===== config.mk =====
export PLATFORM = sky130hd
export DESIGN_NAME = tour_cmd_seq
export DESIGN_NICKNAME = d
export VERILOG_FILES = /design/src/rtl/tour_pkg.sv /design/src/rtl/tour_cmd_seq_move_decode.sv /design/src/rtl/tour_cmd_seq.sv
export SDC_FILE = /design/constraint.sdc
export NUM_CORES = 1
export LEC_CHECK = 0
export BUFFER_PORTS_ARGS = -buffer_cell sky130_fd_sc_hd__buf_2
export CORE_ASPECT_RATIO = 1.5
export CORE_MARGIN = 3
export CORE_UTILIZATION = 40
export DETAILED_ROUTE_END_ITERATION = 8
export GPL_TIMING_DRIVEN = 0
export PLACE_DENSITY = 0.69
export SYNTH_ARGS = -nofsm -noshare
export SYNTH_HDL_FRONTEND = slang
export SYNTH_SLANG_ARGS = --single-unit

===== constraint.sdc =====
create_clock -name clk -period 4.4 [get_ports clk]
set_clock_uncertainty 0.1 [all_clocks]
set_input_delay 0 -clock clk [delete_from_list [all_inputs] [get_ports clk]]
set_output_delay 0 -clock clk [all_outputs]
set_load 0.05 [all_outputs]

===== src/rtl/tour_pkg.sv =====
// Shared types and constants for the knight's-tour command sequencer.
package tour_pkg;

  localparam int unsigned NUM_MOVES = 24;
  localparam int unsigned IDX_W     = 5;
  localparam int unsigned CMD_W     = 16;
  localparam int unsigned RESP_W    = 8;
  localparam int unsigned MOVE_W    = 8;

  typedef enum logic [2:0] {
    IDLE   = 3'd0,
    VERT   = 3'd1,
    WAIT_V = 3'd2,
    HORZ   = 3'd3,
    WAIT_H = 3'd4
  } state_e;

  localparam logic [3:0] MOVE         = 4'h2;
  localparam logic [3:0] MOVE_FANFARE = 4'h3;

  localparam logic [7:0] NORTH = 8'h00;
  localparam logic [7:0] WEST  = 8'h3F;
  localparam logic [7:0] SOUTH = 8'h7F;
  localparam logic [7:0] EAST  = 8'hBF;

  localparam logic [RESP_W-1:0] RESP_DONE = 8'hA5;
  localparam logic [RESP_W-1:0] RESP_POS  = 8'h5A;
  localparam logic [RESP_W-1:0] RESP_ERR  = 8'hEE;

endpackage


===== src/rtl/tour_cmd_seq_move_decode.sv =====
// One-hot knight move -> vertical/horizontal movement commands.
module move_decode
  import tour_pkg::*;
(
  input  logic [MOVE_W-1:0] move,
  output logic [CMD_W-1:0]  vert_cmd,
  output logic [CMD_W-1:0]  horz_cmd,
  output logic              illegal
);

  logic       north;
  logic       east;
  logic [3:0] v_sq;
  logic [3:0] h_sq;

  always_comb begin
    north   = 1'b0;
    east    = 1'b0;
    v_sq    = 4'd0;
    h_sq    = 4'd0;
    illegal = 1'b0;
    unique case (move)
      8'h01: begin north = 1'b1; v_sq = 4'd1; east = 1'b1; h_sq = 4'd2; end
      8'h02: begin north = 1'b1; v_sq = 4'd2; east = 1'b1; h_sq = 4'd1; end
      8'h04: begin north = 1'b1; v_sq = 4'd2; east = 1'b0; h_sq = 4'd1; end
      8'h08: begin north = 1'b1; v_sq = 4'd1; east = 1'b0; h_sq = 4'd2; end
      8'h10: begin north = 1'b0; v_sq = 4'd1; east = 1'b0; h_sq = 4'd2; end
      8'h20: begin north = 1'b0; v_sq = 4'd2; east = 1'b0; h_sq = 4'd1; end
      8'h40: begin north = 1'b0; v_sq = 4'd2; east = 1'b1; h_sq = 4'd1; end
      8'h80: begin north = 1'b0; v_sq = 4'd1; east = 1'b1; h_sq = 4'd2; end
      default: illegal = 1'b1;
    endcase
  end

  assign vert_cmd = {MOVE, north ? NORTH : SOUTH, v_sq};
  assign horz_cmd = {MOVE_FANFARE, east ? EAST : WEST, h_sq};

endmodule


===== src/rtl/tour_cmd_seq.sv =====
// Replays a solved knight's tour as movement commands; passes UART commands through when idle.
module tour_cmd_seq
  import tour_pkg::*;
(
  input  logic               clk,
  input  logic               rst_n,
  input  logic               start_tour,
  input  logic [MOVE_W-1:0]  move,
  output logic [IDX_W-1:0]   mv_indx,
  input  logic [CMD_W-1:0]   cmd_UART,
  input  logic               cmd_rdy_UART,
  output logic               clr_cmd_rdy_UART,
  output logic [CMD_W-1:0]   cmd,
  output logic               cmd_rdy,
  input  logic               clr_cmd_rdy,
  input  logic               send_resp,
  output logic [RESP_W-1:0]  resp
);

  state_e              state_q, state_d;
  logic [IDX_W-1:0]    mv_indx_q, mv_indx_d;
  logic [MOVE_W-1:0]   move_q, move_d;
  logic [MOVE_W-1:0]   dec_move;
  logic [CMD_W-1:0]    vert_cmd;
  logic [CMD_W-1:0]    horz_cmd;
  logic                illegal;
  logic                last_move;

  // Live move while in VERT (mv_indx already settled); the captured copy afterwards.
  assign dec_move  = (state_q == VERT) ? move : move_q;
  assign last_move = (mv_indx_q == IDX_W'(NUM_MOVES - 1));
  assign mv_indx   = mv_indx_q;

  move_decode u_move_decode (
    .move     (dec_move),
    .vert_cmd (vert_cmd),
    .horz_cmd (horz_cmd),
    .illegal  (illegal)
  );

  always_ff @(posedge clk or negedge rst_n) begin
    if (!rst_n) begin
      state_q   <= IDLE;
      mv_indx_q <= '0;
      move_q    <= '0;
    end else begin
      state_q   <= state_d;
      mv_indx_q <= mv_indx_d;
      move_q    <= move_d;
    end
  end

  always_comb begin
    state_d          = state_q;
    mv_indx_d        = mv_indx_q;
    move_d           = move_q;
    cmd              = cmd_UART;
    cmd_rdy          = 1'b0;
    clr_cmd_rdy_UART = 1'b0;
    resp             = RESP_POS;
    unique case (state_q)
      IDLE: begin
        cmd              = cmd_UART;
        cmd_rdy          = cmd_rdy_UART;
        clr_cmd_rdy_UART = clr_cmd_rdy;
        resp             = RESP_DONE;
        if (start_tour) begin
          mv_indx_d = '0;
          state_d   = VERT;
        end
      end
      VERT: begin
        cmd    = vert_cmd;
        move_d = move;
        if (illegal) begin
          resp      = RESP_ERR;
          mv_indx_d = '0;
          state_d   = IDLE;
        end else begin
          cmd_rdy = 1'b1;
          if (clr_cmd_rdy) state_d = WAIT_V;
        end
      end
      WAIT_V: begin
        cmd = vert_cmd;
        if (send_resp) state_d = HORZ;
      end
      HORZ: begin
        cmd     = horz_cmd;
        cmd_rdy = 1'b1;
        if (clr_cmd_rdy) state_d = WAIT_H;
      end
      WAIT_H: begin
        cmd  = horz_cmd;
        resp = last_move ? RESP_DONE : RESP_POS;
        if (send_resp) begin
          if (last_move) begin
            mv_indx_d = '0;
            state_d   = IDLE;
          end else begin
            mv_indx_d = mv_indx_q + IDX_W'(1);
            state_d   = VERT;
          end
        end
      end
      default: state_d = IDLE;
    endcase
  end

endmodule


== Word level (Yosys, flattened, before mapping) ==
Index checks and enable logic that the tools add are counted.
W data, S select, Z words.
Cells by class
  eq/ne operators: 19
  $add $sub $neg: 1
  divide/modulo/power cells: 0
  bitwise gates (word level): 0
  reduce and logical (&&, ||, !) cells: 11
  shift operators: 0
  multiplexer cells: 27
  order comparisons: 0
  multiply operators: 0
Operator list (count)
  $mux W8: 4
  $pmux W16 S2: 1
  $pmux W8 S3: 1
  $mux W5: 4
  $mux W3: 6
  $reduce_or A4 Y1: 4
  $pmux W3 S5: 1
  $pmux W5 S3: 1
  $ne A2 B2 Y1 const B: 5
  $eq A8 B1 Y1 const B: 1
  $eq A8 B2 Y1 const B: 1
  $eq A8 B3 Y1 const B: 1
  $eq A8 B4 Y1 const B: 1
  $eq A8 B5 Y1 const B: 1
  $eq A8 B6 Y1 const B: 1
  $eq A8 B7 Y1 const B: 1
  $eq A8 B8 Y1 const B: 1
  $pmux W2 S2: 2
  $reduce_or A8 Y1: 1
  $mux W7: 1
  $eq A3 B2 Y1 const B: 2
  $add A5 B1 Y5 const B: 1
  $eq A5 B5 Y1 const B: 1
  $mux W1: 5
  other kinds (9): 10
Word-level totals
  output and inout port bits: 31
  bits of input ports: 30
  memories: 0
  bits in registers: 16
  latch bits: 0
  RAM bits: 0
  bits in read-only memories: 0

== Logic depth before layout (Yosys ltp) ==
Gate-level depths: netlist of the first run.
  depth in word-level cells: 7
  mapped depth: 9
  gate-level depth less buffers: 7

== By module ==
A second synthesis of the first run with hierarchy kept.
Unflattened totals
  cells, all modules: 211
  area total of the unflattened synthesis: 1671.6 µm²
By module, submodules not included
  tour_cmd_seq: cells an instance 143, instances 1, sequential area each 400.4 µm², area an instance 1216.2 µm²
  move_decode: cells an instance 68, instances 1, sequential area each 0.0 µm², area an instance 455.4 µm²

== Least setup slack after synthesis of the first run ==
No wires, ideal clock.
  kind: register to output
  from: register state_q[1]
  to: output port cmd[1]
  setup slack: 1.334 ns
  required time: 4.300 ns
  data arrival time: 2.966 ns
  cell stages (with the launch flop): 9
  path buffers: 2
  cell sequence: dfrtp_1 buf_2 or3b_1 buf_2 or3_4 o31ai_4 o2bb2ai_2 a211oi_1 nor3_1
On the way
  longest elaborated chain between the ends: 6
  elaborated cells between the ends (all ways): 20
  those cells by class: eq/ne: 12; mux: 4; reduce/logical: 4
RTL lines
  from (decl): line tour_cmd_seq.sv:20  | state_e state_q, state_d;
  from (signal assigned): line tour_cmd_seq.sv:47  | state_q <= state_d;
  $eq A3 B1 Y1: line tour_cmd_seq.sv:30, tour_cmd_seq.sv:61
  $mux W8
  $eq A8 B1 Y1, or another cell as far along: line tour_cmd_seq_move_decode.sv:22  | unique case (move)
  $reduce_or A4 Y1 (no line)
  $pmux W2 S2: line tour_cmd_seq_move_decode.sv:22
  $pmux W16 S2 *: line tour_cmd_seq.sv:61  | unique case (state_q)
  to (decl): line tour_cmd_seq.sv:13  | output logic [CMD_W-1:0] cmd,
Mark *: on every way between the ends. The rest lies on a longest branch, timed or not.

== Final worst setup path of the first run ==
  from: register state_q[1]
  to: output port cmd[0]
The elaborated chain is that of the path after synthesis.

==> results of run 1 <==
-- cells in the final DEF, fill, tap and decap left out, drive strengths merged, types with 2 or more instances in the layout --
cell         count
clkbuf          15
xnor2            3
a22oi            2
mux2i            2
a21oi           11
a21o             3
o31ai            2
nand2b           4
nor4b            2
and2             4
a211oi           2
dfrtp           16
nand3           11
o211ai           5
a31oi            3
o2bb2ai          2
nor2            19
or3              3
a211o            2
nor3b            3
xor2             6
nor3            13
nand3b           3
mux2             3
dlygate4sd3      5
nand2           41
o21ai           16
o311ai           2
buf             63
o32ai            2
and3             5
inv              8
-- flip-flops by register name (all words and copies together) (netlist names) --
register,count
state_q,3
mv_indx,5
move_q,8
-- how the worst max path moves through the flow --
stage	startpoint	slack, ns	cells after the start	endpoint
after global placement	state_q[1]$_DFFE_PN0P_	1.71	9	cmd[0]
after CTS	state_q[1]$_DFFE_PN0P_	1.44	9	cmd[0]
after detailed placement	state_q[1]$_DFFE_PN0P_	1.73	9	cmd[0]
after floorplan	state_q[1]$_DFFE_PN0P_	1.33	8	cmd[1]
after global routing	state_q[1]$_DFFE_PN0P_	1.26	9	cmd[0]
final	state_q[1]$_DFFE_PN0P_	1.41	9	cmd[0]
-- through the flow --
| stage | cell area [um^2] | std cells |
|---|---|---|
| after floorplan | 1640 | 230 |
| after global placement | 1970 | 329 |
| after detailed placement | 1970 | 329 |
| after CTS | 2060 | 337 |
| after global routing | 2060 | 337 |
| final | 2060 | 337 |
-- layer usage --
| metal | vias to the layer above | GRT usage, % | share of wire [%] |
|---|---|---|---|
| met5 | - | 0 | 0 |
| met4 | 0 | 6.12 | 0.95 |
| met3 | 6 | 1.69 | 2.6 |
| met2 | 36 | 36.4 | 55 |
| met1 | 860 | 23.7 | 42 |
| li1 | 945 | - | - |
-- layout make-up --
cell class | instances | area share, %
Buffer | 19 | 4.37
Clock buffer | 3 | 2.00
Inverter | 8 | 1.46
Tap cell | 43 | 2.61
Timing Repair Buffer | 61 | 16.0
Multi-Input combinational cell | 187 | 54.2
Sequential cell | 16 | 19.4
-- cells by family after synthesis --
| kind of cell | count (synthesis) | share of synthesized area (%) |
|---|---|---|
| buffers and inverters | 27 | 7.33 |
| XOR/XNOR | 9 | 4.81 |
| flip-flops | 16 | 24.4 |
| adder cells (fa/ha/maj) | 1 | 0.764 |
| AO/OA/AOI/OAI | 57 | 23.8 |
| multiplexers | 5 | 3.28 |
| AND/OR/NAND/NOR | 115 | 35.5 |
-- worst register-to-register path, delay by kind of cell, from the launching register on --
kind	cells	cell delay [ns]
simple gates	2	0.49
mux	3	1.12
flops	1	0.31
compound gates	1	0.35
buf+inv	1	0.16
-- power by group through the flow --
stage / logic (mW) / registers, mW / clock network, mW
6_report: 1.27 / 0.235 / 0.107
5_1_grt: 1.37 / 0.246 / 0.117
4_1_cts: 1.27 / 0.234 / 0.111
3_5_place_dp: 1.26 / 0.237 / 0
3_3_place_gp: 1.26 / 0.236 / 0
2_1_floorplan: 1.01 / 0.230 / 0
==> impl_metrics.csv, run 1 <==
group,metric,value,unit
status,outcome,"finished, final reports clean",
synthesis,synth_common_cells,"41 x nand2_1, 19 x nor2_1, 16 x dfrtp_1",
synthesis,synth_cells,230,
routing,drtIter0Drc,74,
job,drv_cap,0,
synthesis,yosysMostFrequentCell,"nand2_1",
setup_path,reg2reg_to,"mv_indx[1]$_DFFE_PN0P_",
synthesis,yosysTopAreaCell,"dfrtp_1",
clocking,htree_levels,1,
finish,multi_input_comb_area,1120,um^2
finish,regArea,400,um^2
min_path,hold_end,"move_q[2]$_DFF_PN0_",
setup_path,ff2ff_path_depth,7,
sta,fmax,335,MHz
pwr,combPwrFrac,78.8,%
global_route,grt_overflow,0,
synthesis,async_flop_share,100,%
synthesis,avgSynthCellArea,7.12,um^2
min_path,worstHoldPathType,"in -> reg",
sta,drv_slew,0,
place,hpwl,3700,um
floorplan,initial_core_util,42.9,%
setup_path,path_delay_family,"simple AND/OR/NAND/NOR gates",
setup_path,cpMostUsedCell,"buf_2",
setup_path,crit_arrival,2.89,ns
finish,final_nets,327,
synthesis,synth_cell_type_count,53,
floorplan,core_area,3820,um^2
place,port_buffers,56,
sta,fin_ws,1.41,ns
setup_path,path_max_fanout,10,
setup_path,worstSetupEndpointType,"output pin",
routing,num_vias,1847,
floorplan,die-area,4910,um^2
finish,drive_gt1_share,25.9,%
pwr,p_int,0.604,mW
floorplan,row_count,27,
synthesis,synth-seq-cells,16,
synthesis,ys.flop_type,"dfrtp_1",
setup_path,worstReg2RegStart,"state_q[0]$_DFFE_PN0P_",
setup_path,path_buf_inv,3,
sta,finalSetupViolations,0,
routing,ant_nets,0,
sta,period_needed,2.99,ns
setup_path,crit_required,4.30,ns
synthesis,synth_edf_count,0,
synthesis,ys.warnings.count,0,
floorplan,pin_count,61,
pwr,seq_power_share,14.6,%
min_path,worstHoldPathCells,3,
synthesis,yosys.area.top_type_share,24.4,%
pwr,p_per_area,780,nW/um^2
synthesis,syn_area,1640,um^2
clocking,cts.clk_slew.worst_paths,0.06,ns
routing,drc,0,
routing,finalWirelength,4630,um
global_route,grt_pass1_wl,7980,um
place,gp_congestion,0.921,
pwr,leakage,0.991,nW
routing,first_pass_iters,4,
setup_path,start_kind,"flip-flop",
synthesis,ys_seq_area_share,24.4,%
setup_path,critPathKind,"reg -> out",
synthesis,synth_nets,261,
clocking,cts_buffer_depth,2,
place,pre_cts_slack,1.73,ns
clocking,ctsResizeCount,0,
clocking,cts_tree,"done",
sta,relSlewSlack,64.6,%
sta,tightestPinTransition,0.528,ns
clocking,ctsHoldBuffers,5,
global_route,grt_max_degree,17,
clocking,clock_sinks,16,
finish,fillers,405,
clocking,clock_latency,0.25,ns
pwr,p_clk_share,6.6,%
global_route,grt_pass1_vias,1783,
clocking,cts_root_buffer,"clkbuf_8",
pwr,p_switching,1.00,mW
floorplan,die_height,84.4,um
finish,post-route-util,54.0,%
sta,rsz0062_at_grt,"false",
setup_path,critPathMaxStageDelay,0.39,ns
synthesis,synth_area_leaders,"dfrtp_1 24%, nand2_1 9.4%, o21ai_0 4.6%",
setup_path,rrSetupSlack,1.81,ns
setup_path,cpMaxStageDelayCell,"or3b_1",
pwr,vdd_drop_max,596,uV
min_path,min-delay-start,"move[2]",
global_route,grt_usage,19.9,%
pwr,sw_frac_of_total,62.5,%
sta,hold_ws,0.00701,ns
sta,hold_viol_final,0,
clocking,cts_setup_buffers,0,
floorplan,die_w,58.2,um
clocking,cts_buffers,3,
routing,via_per_inst,5.48,
pwr,finalPower,1.61,mW
finish,area_growth_syn_to_layout,26.0,%
sta,fin_tns_setup,0,ns
sta,finalCritPeriodShare,67.9,%
finish,diodes,0,
setup_path,crit_chain,"buf_2, or3b_1, buf_2, nor4b_1, a31oi_1, a31oi_1, o32ai_1, nor3_2, buf_2",
global_route,antenna_found_initial,0,
routing,wl_per_cell,13.7,um
No activity file was read; power rests on OpenSTA's default activity.
==> run 2: changes to the inputs <==
==> constraint.sdc (replaced) <==
create_clock -name clk -period 3 [get_ports clk]
set_clock_uncertainty 0.1 [all_clocks]
set_input_delay 0 -clock clk [delete_from_list [all_inputs] [get_ports clk]]
set_output_delay 0 -clock clk [all_outputs]
set_load 0.05 [all_outputs]
==> impl_metrics.csv, run 2 (synthesized netlist as in run 1, its figures left out) <==
group,metric,value,unit
status,outcome,"finished, final reports clean",
sta,hold_viol_final,0,
finish,diodes,0,
setup_path,cpMostUsedCell,"buf_2",
floorplan,die_height,84.4,um
setup_path,cpMaxStageDelayCell,"dfrtp_1",
global_route,antenna_found_initial,0,
routing,ant_nets,0,
floorplan,die-area,4910,um^2
finish,multi_input_comb_area,1150,um^2
min_path,worstHoldPathType,"in -> reg",
global_route,grt_max_degree,17,
routing,drc,0,
routing,finalWirelength,4830,um
finish,top_register,"move_q",
finish,drive_gt1_share,27.4,%
pwr,combPwrFrac,77.9,%
floorplan,die_w,58.2,um
clocking,cts.clk_slew.worst_paths,0.06,ns
setup_path,critPathKind,"reg -> out",
setup_path,crit_arrival,2.76,ns
place,pre_cts_slack,0.346,ns
setup_path,crit_chain,"buf_2, or3b_1, buf_2, or3_4, o31ai_4, o2bb2ai_2, o32ai_1, nor3_2, clkbuf_4",
clocking,cts_buffers,3,
setup_path,worstSetupEndpointType,"output pin",
setup_path,critPathMaxStageDelay,0.38,ns
clocking,cts_tree,"done",
sta,rsz0062_at_grt,"true",
clocking,clock_sinks,16,
setup_path,path_buf_inv,3,
finish,final_nets,328,
floorplan,initial_core_util,42.9,%
sta,fin_tns_setup,0,ns
finish,final_common_cell,"buf_2",
sta,period_needed,2.86,ns
finish,fillers,400,
pwr,p_int,0.937,mW
sta,tightestPinTransition,0.571,ns
pwr,seq_power_share,14.2,%
clocking,htree_levels,1,
setup_path,start_kind,"flip-flop",
sta,finalCritPeriodShare,95.5,%
sta,fmax,349,MHz
pwr,p_clk_share,7.9,%
pwr,leakage,1.00,nW
sta,fin_ws,0.135,ns
floorplan,pin_count,61,
routing,num_vias,1916,
routing,wl_per_cell,14.3,um
global_route,grt_usage,20.7,%
setup_path,ff2ff_path_depth,7,
place,hpwl,3790,um
floorplan,row_count,27,
floorplan,core_area,3820,um^2
finish,mostFrequentLayoutCells,"58 x buf_2, 41 x nand2_1, 19 x nor2_1",
global_route,grt_overflow,0,
pwr,vdd_drop_max,917,uV
place,port_buffers,56,
setup_path,path_delay_family,"simple AND/OR/NAND/NOR gates",
routing,first_pass_iters,4,
pwr,sw_frac_of_total,61.7,%
clocking,cts_buffer_depth,2,
pwr,p_per_area,1160,nW/um^2
global_route,grt_pass1_vias,1826,
place,gp_congestion,0.905,
finish,regArea,400,um^2
sta,relSlewSlack,61.8,%
clocking,cts_root_buffer,"clkbuf_8",
sta,drv_slew,0,
setup_path,path_max_fanout,10,
routing,drtIter0Drc,85,
routing,via_per_inst,5.65,
finish,area_growth_syn_to_layout,29.3,%
finish,largest_reg_flops,8,
job,drv_cap,0,
min_path,worstHoldPathCells,3,
setup_path,crit_required,2.90,ns
global_route,grt_pass1_wl,8280,um
pwr,p_switching,1.51,mW
clocking,clock_latency,0.25,ns
setup_path,cp_num_cells,9,
sta,finalSetupViolations,0,
## run 2: layer usage
layer | routed length, um | up-vias | track usage, %
met2 | 2550 | 66 | 36.6
met1 | 1870 | 874 | 23.9
met4 | 167 | 0 | 9.49
met3 | 240 | 18 | 2.77
li1 | - | 958 | -
met5 | 0 | - | 0
## run 2: worst reg2reg max path: stages (launching register included)
cell and delay (ns):
dfrtp_1 0.31, buf_2 0.15, nor3b_2 0.42, mux2i_4 0.38, mux2_2 0.39, o311a_1 0.34, nand3_2 0.15, mux2i_1 0.19
## run 2: stage by stage
stage,total power [mW],instance area (um^2),hold WS (ns),instances,util (%)
detailed placement,2.22,1980,-0.165,329,51.9
floorplan,1.83,1650,-0.396,230,-
CTS,2.43,2100,0.00468,339,54.9
global placement,2.21,1980,-0.166,329,51.9
finish,2.45,2120,0.00416,339,55.5
global route,2.64,2120,0.0463,339,55.5
## run 2: power by group through the flow
stage | Sequential (mW) | Clock [mW] | Combinational (mW)
2_1_floorplan | 0.337 | 0 | 1.49
3_3_place_gp | 0.346 | 0 | 1.86
3_5_place_dp | 0.349 | 0 | 1.87
4_1_cts | 0.344 | 0.201 | 1.88
5_1_grt | 0.361 | 0.211 | 2.07
6_report | 0.348 | 0.194 | 1.91
## run 2: cell type report
class,count,share of cell area (%)
multi-input cells,187,54.1
flip-flops and latches,16,18.9
clock buffers,4,2.60
repair buffers,62,16.2
inverters,8,1.42
well taps,43,2.54
plain buffers,19,4.25
## run 2: what timing repair did
| action | CTS | global route |
|---|---|---|
| resized for setup | 0 | 4 |
| setup endpoints to repair | 0 | 7 |
| buffers inserted | 0 | 0 |
| hold endpoints to repair | 20 | 0 |
| hold buffers | 6 | 0 |
## run 2: worst paths after layout
check                                             from                endpoint  slack, ns
min in group asynchronous                        rst_n     move_q[3]$_DFF_PN0_       0.09
worst max-delay path            state_q[1]$_DFFE_PN0P_                  cmd[0]       0.14
worst min-delay path                           move[0]     move_q[0]$_DFF_PN0_      0.004
worst max register to register  state_q[0]$_DFFE_PN0P_  mv_indx[1]$_DFFE_PN0P_       0.49
worst min register to register  mv_indx[4]$_DFFE_PN0P_  mv_indx[4]$_DFFE_PN0P_       0.46
max in group asynchronous                        rst_n  state_q[2]$_DFFE_PN0P_       2.45
==> run 3: changes to the inputs <==
--- a/config.mk
+++ b/config.mk
@@ -14,4 +14,5 @@
 export PLACE_DENSITY = 0.69
 export SYNTH_ARGS = -nofsm -noshare
 export SYNTH_HDL_FRONTEND = slang
+export SYNTH_HIERARCHICAL = 1
 export SYNTH_SLANG_ARGS = --single-unit
==> impl_metrics.csv, run 3 <==
group,metric,value,unit
synthesis,yosysTopAreaCell,"dfrtp_1",
finish,largest_reg_flops,8,
global_route,grt_max_degree,17,
synthesis,async_flop_share,100,%
finish,area_growth_syn_to_layout,49.3,%
routing,num_vias,1722,
finish,drive_gt1_share,46.5,%
place,pre_cts_slack,-0.176,ns
min_path,worstHoldPathType,"in -> reg",
setup_path,cpMostUsedCell,"buf_6",
global_route,grt_overflow,0,
setup_path,crit_chain,"buf_6, nor3b_4, buf_12, mux2_4, or3_4, a2111oi_4, buf_4, o22ai_2, nor2_2, buf_6",
synthesis,synth-seq-cells,16,
floorplan,row_count,28,
finish,final_common_cell,"buf_2",
synthesis,avgSynthCellArea,7.92,um^2
setup_path,critPathMaxStageDelay,0.43,ns
sta,rsz0062_at_grt,"true",
synthesis,ys_seq_area_share,24.0,%
setup_path,path_buf_inv,4,
finish,mostFrequentLayoutCells,"56 x buf_2, 46 x buf_4, 44 x nor2_1",
sta,finalCritPeriodShare,99.4,%
synthesis,synth_cell_type_count,48,
synthesis,yosysMostFrequentCell,"nor2_1",
routing,first_pass_iters,4,
routing,drc,0,
clocking,clock_latency,0.25,ns
global_route,grt_pass1_wl,6510,um
clocking,cts_root_buffer,"clkbuf_8",
sta,fmax,335,MHz
global_route,antenna_found_initial,0,
finish,instances_no_fill,361,
sta,hold_viol_final,0,
job,drv_cap,0,
global_route,grt_usage,15.9,%
finish,final_area,2490,um^2
clocking,cts_buffers,3,
floorplan,die_w,58.8,um
routing,via_per_inst,4.77,
place,hpwl,2930,um
floorplan,initial_core_util,41.9,%
sta,fin_ws,0.0193,ns
synthesis,yosys.area.top_type_share,24.0,%
clocking,htree_levels,1,
sta,period_needed,2.98,ns
status,outcome,"finished, final reports clean",
finish,top_register,"move_q",
routing,drtIter0Drc,50,
setup_path,critPathKind,"reg -> out",
routing,ant_nets,0,
setup_path,path_max_fanout,8,
clocking,clock_sinks,16,
global_route,grt_pass1_vias,1515,
synthesis,synth_edf_count,0,
setup_path,cpMaxStageDelayCell,"or3_4",
routing,finalWirelength,4110,um
floorplan,pin_count,61,
place,dpl-instance-area,2120,um^2
setup_path,crit_required,2.90,ns
floorplan,die-area,5010,um^2
sta,drv_slew,0,
synthesis,synth_cells,211,
place,gp_congestion,0.840,
floorplan,die_height,85.2,um
finish,final_nets,348,
floorplan,core_area,3990,um^2
synthesis,ys.flop_type,"dfrtp_1",
place,port_buffers,60,
sta,finalSetupViolations,0,
clocking,cts_tree,"done",
synthesis,synth_common_cells,"46 x nor2_1, 35 x buf_4, 18 x o22ai_1",
setup_path,worstSetupEndpointType,"output pin",
synthesis,synth_area_leaders,"dfrtp_1 24%, buf_4 16%, nor2_1 10%",
routing,wl_per_cell,11.4,um
finish,diodes,0,
clocking,cts_buffer_depth,2,
synthesis,ys.warnings.count,6,
setup_path,crit_arrival,2.88,ns
place,dp.cells,334,
synthesis,syn_area,1670,um^2
setup_path,path_delay_family,"simple AND/OR/NAND/NOR gates",
setup_path,start_kind,"flip-flop",
clocking,cts.clk_slew.worst_paths,0.07,ns
## run 3: final timing paths
check	from	end	slack, ns	cells past startpoint
hold reg to reg	mv_indx[3]$_DFFE_PN0P_	mv_indx[3]$_DFFE_PN0P_	0.43	1
min in group asynchronous	rst_n	mv_indx[1]$_DFFE_PN0P_	0.09	2
setup / recovery	state_q[1]$_DFFE_PN0P_	cmd[1]	0.02	10
setup reg to reg	state_q[1]$_DFFE_PN0P_	mv_indx[0]$_DFFE_PN0P_	0.11	10
hold / removal	clr_cmd_rdy	state_q[1]$_DFFE_PN0P_	0.03	4
max in group asynchronous	rst_n	state_q[0]$_DFFE_PN0P_	2.42	2
## run 3: timing repair
action / 4_1_cts / 5_1_grt
endpoints found under the hold margin: 25 / 0
endpoints found under the setup margin: 18 / 19
gates resized for setup: 10 / 19
pin swaps: 2 / 8
setup buffers: 4 / 9
hold buffers: 11 / 0
## run 3: tightest hold or removal path: stages
cell and delay, ns:
buf_2 0.11, nand2_1 0.07, a21oi_1 0.07, nor2_1 0.09
## run 3: cell families (layout without fill, tap and decap cells)
| logic type | after synthesis | after routing | synth area share [%] |
|---|---|---|---|
| simple gates | 85 | 85 | 24.9 |
| buf+inv | 46 | 133 | 18.9 |
| compound gates | 42 | 42 | 17.1 |
| flops | 16 | 16 | 24.0 |
| mux | 13 | 13 | 10.3 |
| xor+xnor | 6 | 6 | 3.59 |
| other cells | 2 | 20 | 0.449 |
| fa+ha+maj | 1 | 1 | 0.748 |
## run 3: layout make-up
cell class,instances,area (um^2)
clock buffer,4,45.0
inverter,3,15.0
multi-input combinational,167,1100
fill,360,1500
tap,45,56.3
sequential,16,402
timing repair buffer,84,568
buffer,42,304
## run 3: through the flow
step / setup TNS [ns] / util (%) / hold WS (ns)
2_1_floorplan: -0.00396 / - / -0.396
3_3_place_gp: -0.992 / 53.2 / -0.168
3_5_place_dp: -1.22 / 53.2 / -0.169
4_1_cts: 0 / 59.4 / 0.0232
5_1_grt: -0.274 / 62.5 / 0.0806
6_report: 0 / 62.5 / 0.0317
## run 3: routing by layer
metal	global-route usage, %	vias to the layer above	routed length [um]
met3	1.22	4	240
met4	4.33	0	37
met1	20.0	777	1730
li1	-	893	-
met2	28.3	48	2110
met5	0	-	0
Power of run 3 is not shown: default switching activity piles up to over one toggle a cycle in this logic, so the estimate is an artifact.
